===== config.mk =====
export PLATFORM = sky130hd
export DESIGN_NAME = branch_ctrl
export DESIGN_NICKNAME = d
export VERILOG_FILES = /design/src/rtl/branch_ctrl.sv
export SDC_FILE = /design/constraint.sdc
export NUM_CORES = 1
export LEC_CHECK = 0
export CAP_MARGIN = 10
export CORE_MARGIN = 2
export CORE_UTILIZATION = 35
export CTS_CLUSTER_DIAMETER = 80
export CTS_CLUSTER_SIZE = 8
export DETAILED_ROUTE_END_ITERATION = 10
export PLACE_DENSITY = 0.66
export SLEW_MARGIN = 20
export SYNTH_ARGS = -nofsm -noshare
export SYNTH_HDL_FRONTEND = slang
export SYNTH_SLANG_ARGS = --single-unit

===== constraint.sdc =====
create_clock -name clk -period 3.4 [get_ports clk]
set_clock_uncertainty 0.15 [all_clocks]
set_input_delay 0.68 -clock clk [delete_from_list [all_inputs] [get_ports clk]]
set_output_delay 0.68 -clock clk [all_outputs]
set_load 0.01 [all_outputs]

===== src/rtl/branch_ctrl.sv =====
// Branch decision unit: 8-way condition decode, loop counter, target address
// generation (absolute or pc-relative) and saturating branch statistics.
module branch_ctrl #(
  parameter int ADDR_W = 10,
  parameter int IMM_W  = 6,
  parameter int SHIFT  = 3,
  parameter int REL    = 0,
  parameter int CNT_W  = 8,
  parameter int STAT_W = 16
) (
  input  logic              clk,
  input  logic              reset,
  input  logic              equal,
  input  logic              less,
  input  logic              w_flag,
  input  logic [2:0]        flag_in,
  input  logic              w_count,
  input  logic [CNT_W-1:0]  count_in,
  input  logic              branch_instr,
  input  logic [IMM_W-1:0]  immediate,
  input  logic [ADDR_W-1:0] pc,
  input  logic              stat_clr,
  output logic [ADDR_W-1:0] address,
  output logic              branch,
  output logic [2:0]        flag_q,
  output logic [CNT_W-1:0]  loop_count,
  output logic [STAT_W-1:0] branch_count,
  output logic [STAT_W-1:0] taken_count
);

  typedef enum logic [2:0] {
    M_NE = 3'b000, M_EQ = 3'b001, M_LT = 3'b010, M_LE     = 3'b011,
    M_AL = 3'b100, M_LP = 3'b101, M_GE = 3'b110, M_GT     = 3'b111
  } mode_e;

  localparam int EW = ADDR_W + IMM_W + SHIFT;

  logic cond;
  logic loop_nz;

  assign loop_nz = (loop_count != '0);

  always_comb begin
    cond = 1'b0;
    case (mode_e'(flag_q))
      M_NE: cond = !equal;
      M_EQ: cond = equal;
      M_LT: cond = less;
      M_LE: cond = less | equal;
      M_AL: cond = 1'b1;
      M_LP: cond = loop_nz;
      M_GE: cond = !less;
      M_GT: cond = !less & !equal;
      default: cond = 1'b0;
    endcase
  end

  assign branch = branch_instr & reset & cond;

  // Work in a width wide enough for the shifted immediate and pc, then truncate.
  generate
    if (REL == 0) begin : g_abs
      logic unused_pc;
      assign unused_pc = ^pc;
      assign address = ADDR_W'({{(EW-IMM_W){1'b0}}, immediate} << SHIFT);
    end else begin : g_rel
      assign address = ADDR_W'({{(EW-ADDR_W){1'b0}}, pc} +
                               ({{(EW-IMM_W){immediate[IMM_W-1]}}, immediate} << SHIFT));
    end
  endgenerate

  always_ff @(posedge clk) begin
    if (!reset) begin
      flag_q       <= 3'b000;
      loop_count   <= '0;
      branch_count <= '0;
      taken_count  <= '0;
    end else begin
      if (w_flag)
        flag_q <= flag_in;
      // A load wins over the decrement of the branch taken in the same cycle.
      if (w_count)
        loop_count <= count_in;
      else if (branch_instr && flag_q == M_LP && loop_nz)
        loop_count <= loop_count - CNT_W'(1);
      if (stat_clr) begin
        branch_count <= '0;
        taken_count  <= '0;
      end else begin
        if (branch_instr && branch_count != '1)
          branch_count <= branch_count + STAT_W'(1);
        if (branch && taken_count != '1)
          taken_count <= taken_count + STAT_W'(1);
      end
    end
  end

endmodule


# Yosys cells after proc, flatten, opt, wreduce, memory -nomap -nowiden
# Index checks and enable logic that the tools add are counted.
# W data, S select, Z words.
dict set report totals {
  reg_bits 43
  inputBits 35
  out_inout_bits 54
  elab_cells 34
}
dict set report classes {
  muxes 3
  reduce_logical 10
  bitwise_logic 5
  n_eq_ne 9
  addsub 3
}
# operator count
set op_table {}
lappend op_table {{$add A16 B1 Y16 const B} 2}
lappend op_table {{$ne A16 B16 Y1 const B} 2}
lappend op_table {{$mux W8} 2}
lappend op_table {{$eq A3 B3 Y1 const B} 4}
lappend op_table {{$pmux W1 S8} 1}
lappend op_table {{$reduce_bool A8 Y1} 1}
lappend op_table {{$sub A8 B1 Y8 const B} 1}
lappend op_table {{$eq A3 B2 Y1 const B} 2}
lappend op_table {{$logic_and A1 B1 Y1} 4}
lappend op_table {{$and A1 B1 Y1} 3}
lappend op_table {{$eq A3 B1 Y1 const B} 1}
lappend op_table {{$logic_not A3 Y1} 1}
lappend op_table {{$logic_not A1 Y1} 2}
lappend op_table {{$reduce_bool A2 Y1} 1}
lappend op_table {{$reduce_or A2 Y1} 1}
lappend op_table {{$not A1 Y1} 1}
lappend op_table {{$or A1 B1 Y1} 1}

# Logic depth before layout (Yosys ltp)
dict set report depth {
  depth_word 5
  ltp_mapped 9
  ltp_nobuf 8
}

# Worst setup path after synthesis
# OpenSTA, ideal clock, no wires.
dict set report synth_timing {
  path_type {register to output}
  startpoint {register loop_count[0]}
  endpoint {output branch}
  path_buffers 1
  path_slack_ps 1095
  arrival_ps 1475
  path_stages_with_launch 8
  required_time_ps 2570
  cell_sequence {dfxtp_1 > inv_1 > ha_1 > nor3b_1 > nand4_1 > nand3_1 > buf_4 > inv_1}
}
dict set report synth_between {
  elab_chain_cells 3
}
# item line_no
set synth_rtl {}
lappend synth_rtl {{start: declaration} 26} ;# output logic [CNT_W-1:0] loop_count,
lappend synth_rtl {{start signal: assignment} 83} ;# loop_count <= count_in;
lappend synth_rtl {{start signal: assignment} 85} ;# loop_count <= loop_count - CNT_W'(1);
lappend synth_rtl {{$reduce_bool A8 Y1} 41} ;# assign loop_nz = (loop_count != '0);
lappend synth_rtl {{$pmux W1 S8} 45} ;# case (mode_e'(flag_q))
lappend synth_rtl {{$and A1 B1 Y1} 58} ;# assign branch = branch_instr & reset & cond;
lappend synth_rtl {{end: declaration} 24} ;# output logic branch,
# Every way passes these cells.

# Worst setup path after layout
dict set report layout_timing {
  startpoint {input equal}
  endpoint {output branch}
}
dict set report layout_between {
  elab_chain_cells 4
  word_cells_on_any_way 5
  cone_classes {1 x mux; 3 x bitwise; 1 x reduce/logical}
}
# item line_no
set layout_rtl {}
lappend layout_rtl {{start: declaration} 13} ;# input logic equal,
lappend layout_rtl {{$logic_not A1 Y1} {46, 53}}
lappend layout_rtl {{$and A1 B1 Y1} 53} ;# M_GT: cond = !less & !equal;
lappend layout_rtl {{$pmux W1 S8 (*)} 45}
lappend layout_rtl {{$and A1 B1 Y1 (*)} 58}
# Every way passes the cells marked *; elsewhere a longest branch is shown, timed or not.

==> summary by stage <==
Hold path
The kind of path behind the tightest hold check is register to register. The startpoint identified for the worst hold timing path is taken_count[9]$_SDFFE_PP0P_.

STA
The count of pins over their slew limit was 0. In this run the tightest slew margin relative to its limit is 43.0%. Setup violations remaining at the end of the flow were counted as 0. The fmax is 0.323 GHz. The sum of negative setup slack is 0 ns. The number of hold-slack violations in the final timing report is 0. The share of the cycle needed by the critical path after routing is 91.0%.

The measured slew at the worst slew-check pin is 0.849 ns. Setup repair after global routing left no endpoint under its margin. The least setup slack across all paths after layout is 0.308 ns. The routed design could run at a clock period as short as 3.09 ns.

Placement
The sum of net half-perimeters after detailed placement is 4000 µm. The cell area reported after detailed placement is 0.00301 mm². The worst slack at placement is 0.284 ns. Routability-driven placement finished with a final weighted congestion of 0.821. The number of instances in the placed design is 409. During placement, the flow inserted port buffers numbering 62.

Critical path
The peak fanout along the critical path is 3. Data on the critical path arrives at its endpoint at 2.26 ns. The worst-case register-to-register setup slack is 1.03 ns.

The launching instance or port of the critical path is equal. The required time of the worst setup path is 2.57 ns. The type of the setup path with the least slack is input port to primary output.

The startpoint identified for the worst register-to-register timing path is taken_count[0]$_SDFFE_PP0P_. The startpoint class of the critical path is an input port. For this run, the slowest stage of the critical path takes 0.54 ns. The largest individual stage delay along the critical path comes from the cell sky130_fd_sc_hd__clkdlybuf4s50_1. The signal on the critical path passes through clkdlybuf4s50_1 > a21o_1 > a31oi_1 > nand3_1 > inv_1 > clkdlybuf4s50_1. The kind of capture point of the worst setup path is a primary output. The cell that appears most often on the critical path is sky130_fd_sc_hd__clkdlybuf4s50_1.

GRT
Global routing consumed, over all layers together, 14.8% of the routing resources. Entering global routing, the biggest net connects 24 pins. The first-pass GRT wire length is 8990 µm. The leftover overflow at the end of global routing is 0. The number of global-route vias before repair is 1949. The number of antenna violations at the first check in global routing came to 0.

CTS
The number of setup buffers added after CTS is 0. At the later pin of the worst-skew pair, clock insertion delay measures 0.29 ns. Gates resized during post-CTS repair numbered 0. The CTS clock-pin slew for the worst setup and hold paths is 0.09 ns. The buffer cell driving the clock tree root is sky130_fd_sc_hd__clkbuf_8. The H-tree generated during clock tree synthesis spans 2 levels. The clock passes through at most 2 buffers. The cts-stage hold buffer count is 0. TritonCTS built the clock tree. The number of buffers created by CTS is 5. Counting every sink on the clock net gives 43.

Power
The maximum vdd ir drop is 0.000155 V. The design draws 978 µW. The internal portion of the total power is 735 µW.

For this design the total switching power over the nets is 243 µW. Power spread over the standard cell area amounts to 316 mW/mm². The clock network accounts for 34.3% of the total power. The share of total power consumed by net switching is 24.9%. The combinational share of power is 11.8%. The leakage power is 0.00102 µW. The portion of total power attributed to sequential cells is 53.9%.

Run status
The run finished with clean final reports.

Finish
The finished cells cover 0.00310 mm². 0 antenna diodes ended up in the layout. The top cell types in the final layout, fill and taps aside, are sky130_fd_sc_hd__clkdlybuf4s50_1 (62), sky130_fd_sc_hd__dfxtp_1 (43), sky130_fd_sc_hd__nand2_1 (24), sky130_fd_sc_hd__nor2_1 (24), sky130_fd_sc_hd__nand3_1 (17). The final instance count without filler cells is 416.

Relative to the synthesized area, the layout overhead comes to 32.2%. The final layout net count is 378. Cells with a size suffix above 1 make up 7.08% of the layout.

The library cell used most frequently in the layout, excluding fill and tap cells, is sky130_fd_sc_hd__clkdlybuf4s50_1.

Synthesis
During synthesis, Yosys emitted a total of 0 warnings. The synthesized netlist cell count is 279. Sequential cells were found to cover 36.8% of the synthesized design area. Among all flip-flop cells after synthesis, the most frequent one is sky130_fd_sc_hd__dfxtp_1. The synthesized design contains 0 enable-type register cells.

The average instance in the mapped netlist occupies 8.40 µm². The number of flip-flops and latches in the synthesized netlist is 43. The share of async-settable or async-resettable flops after synthesis is 0%.

The post-synth design cell area is 0.00234 mm². The count of unique library cells instantiated by Yosys is 49.

Drt
For this run, the detailed router's first-pass iteration total came to 6. The overall via count from detail_route is 2171. The detail-routed via count per cell is 5.22. For this run, design rule violations remaining after detail routing come to 0. The starting DRC count in detailed routing is 134. The average routed wire per standard cell is 13.1 µm. The routed wire length is 5440 µm. The remaining antenna violation count is 0.

Flow run
The tool flagged a number of max-cap violations equal to 0.

Floorplan
The horizontal die dimension is 85.8 µm. The height of the chip is 85.8 µm. The die footprint is 0.00736 mm². The floorplan row count is 29. The count of pins on the block boundary is 89. In this run the standard cell core region covers 0.00642 mm². For this configuration, the core starts out at a cell density of 36.5%.
[kinds of logic after synthesis]
kind of cell    count (synthesis)  share of synthesized area (%)
buf+inv                        27                           6.36
xor+xnor                       16                           5.98
fa+ha+maj                       4                           2.14
mux                             9                           3.85
compound gates                 54                           15.6
flops                          43                           36.8
simple gates                  125                           29.2
other cells                     1                          0.160
[worst max-delay path, delay by kind of cell]
family	cells	cell delay [ns]
compound gates	2	0.35
buf+inv	3	1.09
simple gates	1	0.13
[area by class of cell]
type	count	area, µm²
well taps	77	96.3
clock buffers	6	82.6
fillers	629	3330
flip-flops and latches	43	861
inverters	7	26.3
repair buffers	70	681
multi-input cells	212	1340
clock inverters	1	5.00
[Yosys cell counts (2+ instances only)]
cell type | number | area, µm²
sky130_fd_sc_hd__a211oi_1 | 4 | 30.0
sky130_fd_sc_hd__a21boi_0 | 2 | 15.0
sky130_fd_sc_hd__a21o_1 | 2 | 15.0
sky130_fd_sc_hd__a21oi_1 | 15 | 75.1
sky130_fd_sc_hd__a31oi_1 | 3 | 18.8
sky130_fd_sc_hd__and3_1 | 4 | 25.0
sky130_fd_sc_hd__and4_1 | 4 | 35.0
sky130_fd_sc_hd__buf_2 | 2 | 10.0
sky130_fd_sc_hd__buf_4 | 12 | 90.1
sky130_fd_sc_hd__clkbuf_1 | 5 | 18.8
sky130_fd_sc_hd__dfxtp_1 | 43 | 861
sky130_fd_sc_hd__ha_1 | 4 | 50.1
sky130_fd_sc_hd__inv_1 | 7 | 26.3
sky130_fd_sc_hd__mux2i_1 | 9 | 90.1
sky130_fd_sc_hd__nand2_1 | 24 | 90.1
sky130_fd_sc_hd__nand2b_1 | 7 | 43.8
sky130_fd_sc_hd__nand3_1 | 17 | 85.1
sky130_fd_sc_hd__nand4_1 | 8 | 50.1
sky130_fd_sc_hd__nor2_1 | 24 | 90.1
sky130_fd_sc_hd__nor2b_1 | 7 | 43.8
sky130_fd_sc_hd__nor3_1 | 5 | 25.0
sky130_fd_sc_hd__nor4_1 | 6 | 37.5
sky130_fd_sc_hd__o21ai_0 | 10 | 50.1
sky130_fd_sc_hd__o31ai_1 | 8 | 60.1
sky130_fd_sc_hd__or3_1 | 4 | 25.0
sky130_fd_sc_hd__or4_1 | 6 | 45.0
sky130_fd_sc_hd__xnor2_1 | 12 | 105
sky130_fd_sc_hd__xor2_1 | 4 | 35.0
[worst paths after layout]
path / end / depth (start not counted)
min reg2reg: taken_count[9]$_SDFFE_PP0P_ / 2
max: branch / 6
min: taken_count[9]$_SDFFE_PP0P_ / 2
max reg2reg: taken_count[7]$_SDFFE_PP0P_ / 6
[power by group through the flow]
stage	clock [µW]	combinational, µW	sequential, µW
floorplan	0	64.7	542
global placement	0	115	539
detailed placement	0	116	539
CTS	343	117	528
global route	364	126	530
finish	335	115	528
[stage by stage]
step / util (%) / hold WS (ns)
2_1_floorplan: - / 0.348
3_3_place_gp: 46.8 / 0.326
3_5_place_dp: 46.8 / 0.335
4_1_cts: 48.2 / 0.350
5_1_grt: 48.2 / 0.378
6_report: 48.2 / 0.345
[registers in the layout (all words and copies together) (netlist names)]
signal        flops
branch_count     16
loop_count        8
taken_count      16
flag_q            3
[layer usage]
layer  up-vias  share of wire, %  GRT usage, %
met5         -                 0             0
met4         0              0.72          3.90
met3         4               4.4          3.37
met2        50                47          24.5
met1       996                48          19.5
li1       1121                 -             -
Note: power is estimated with default switching activity, not from simulation.
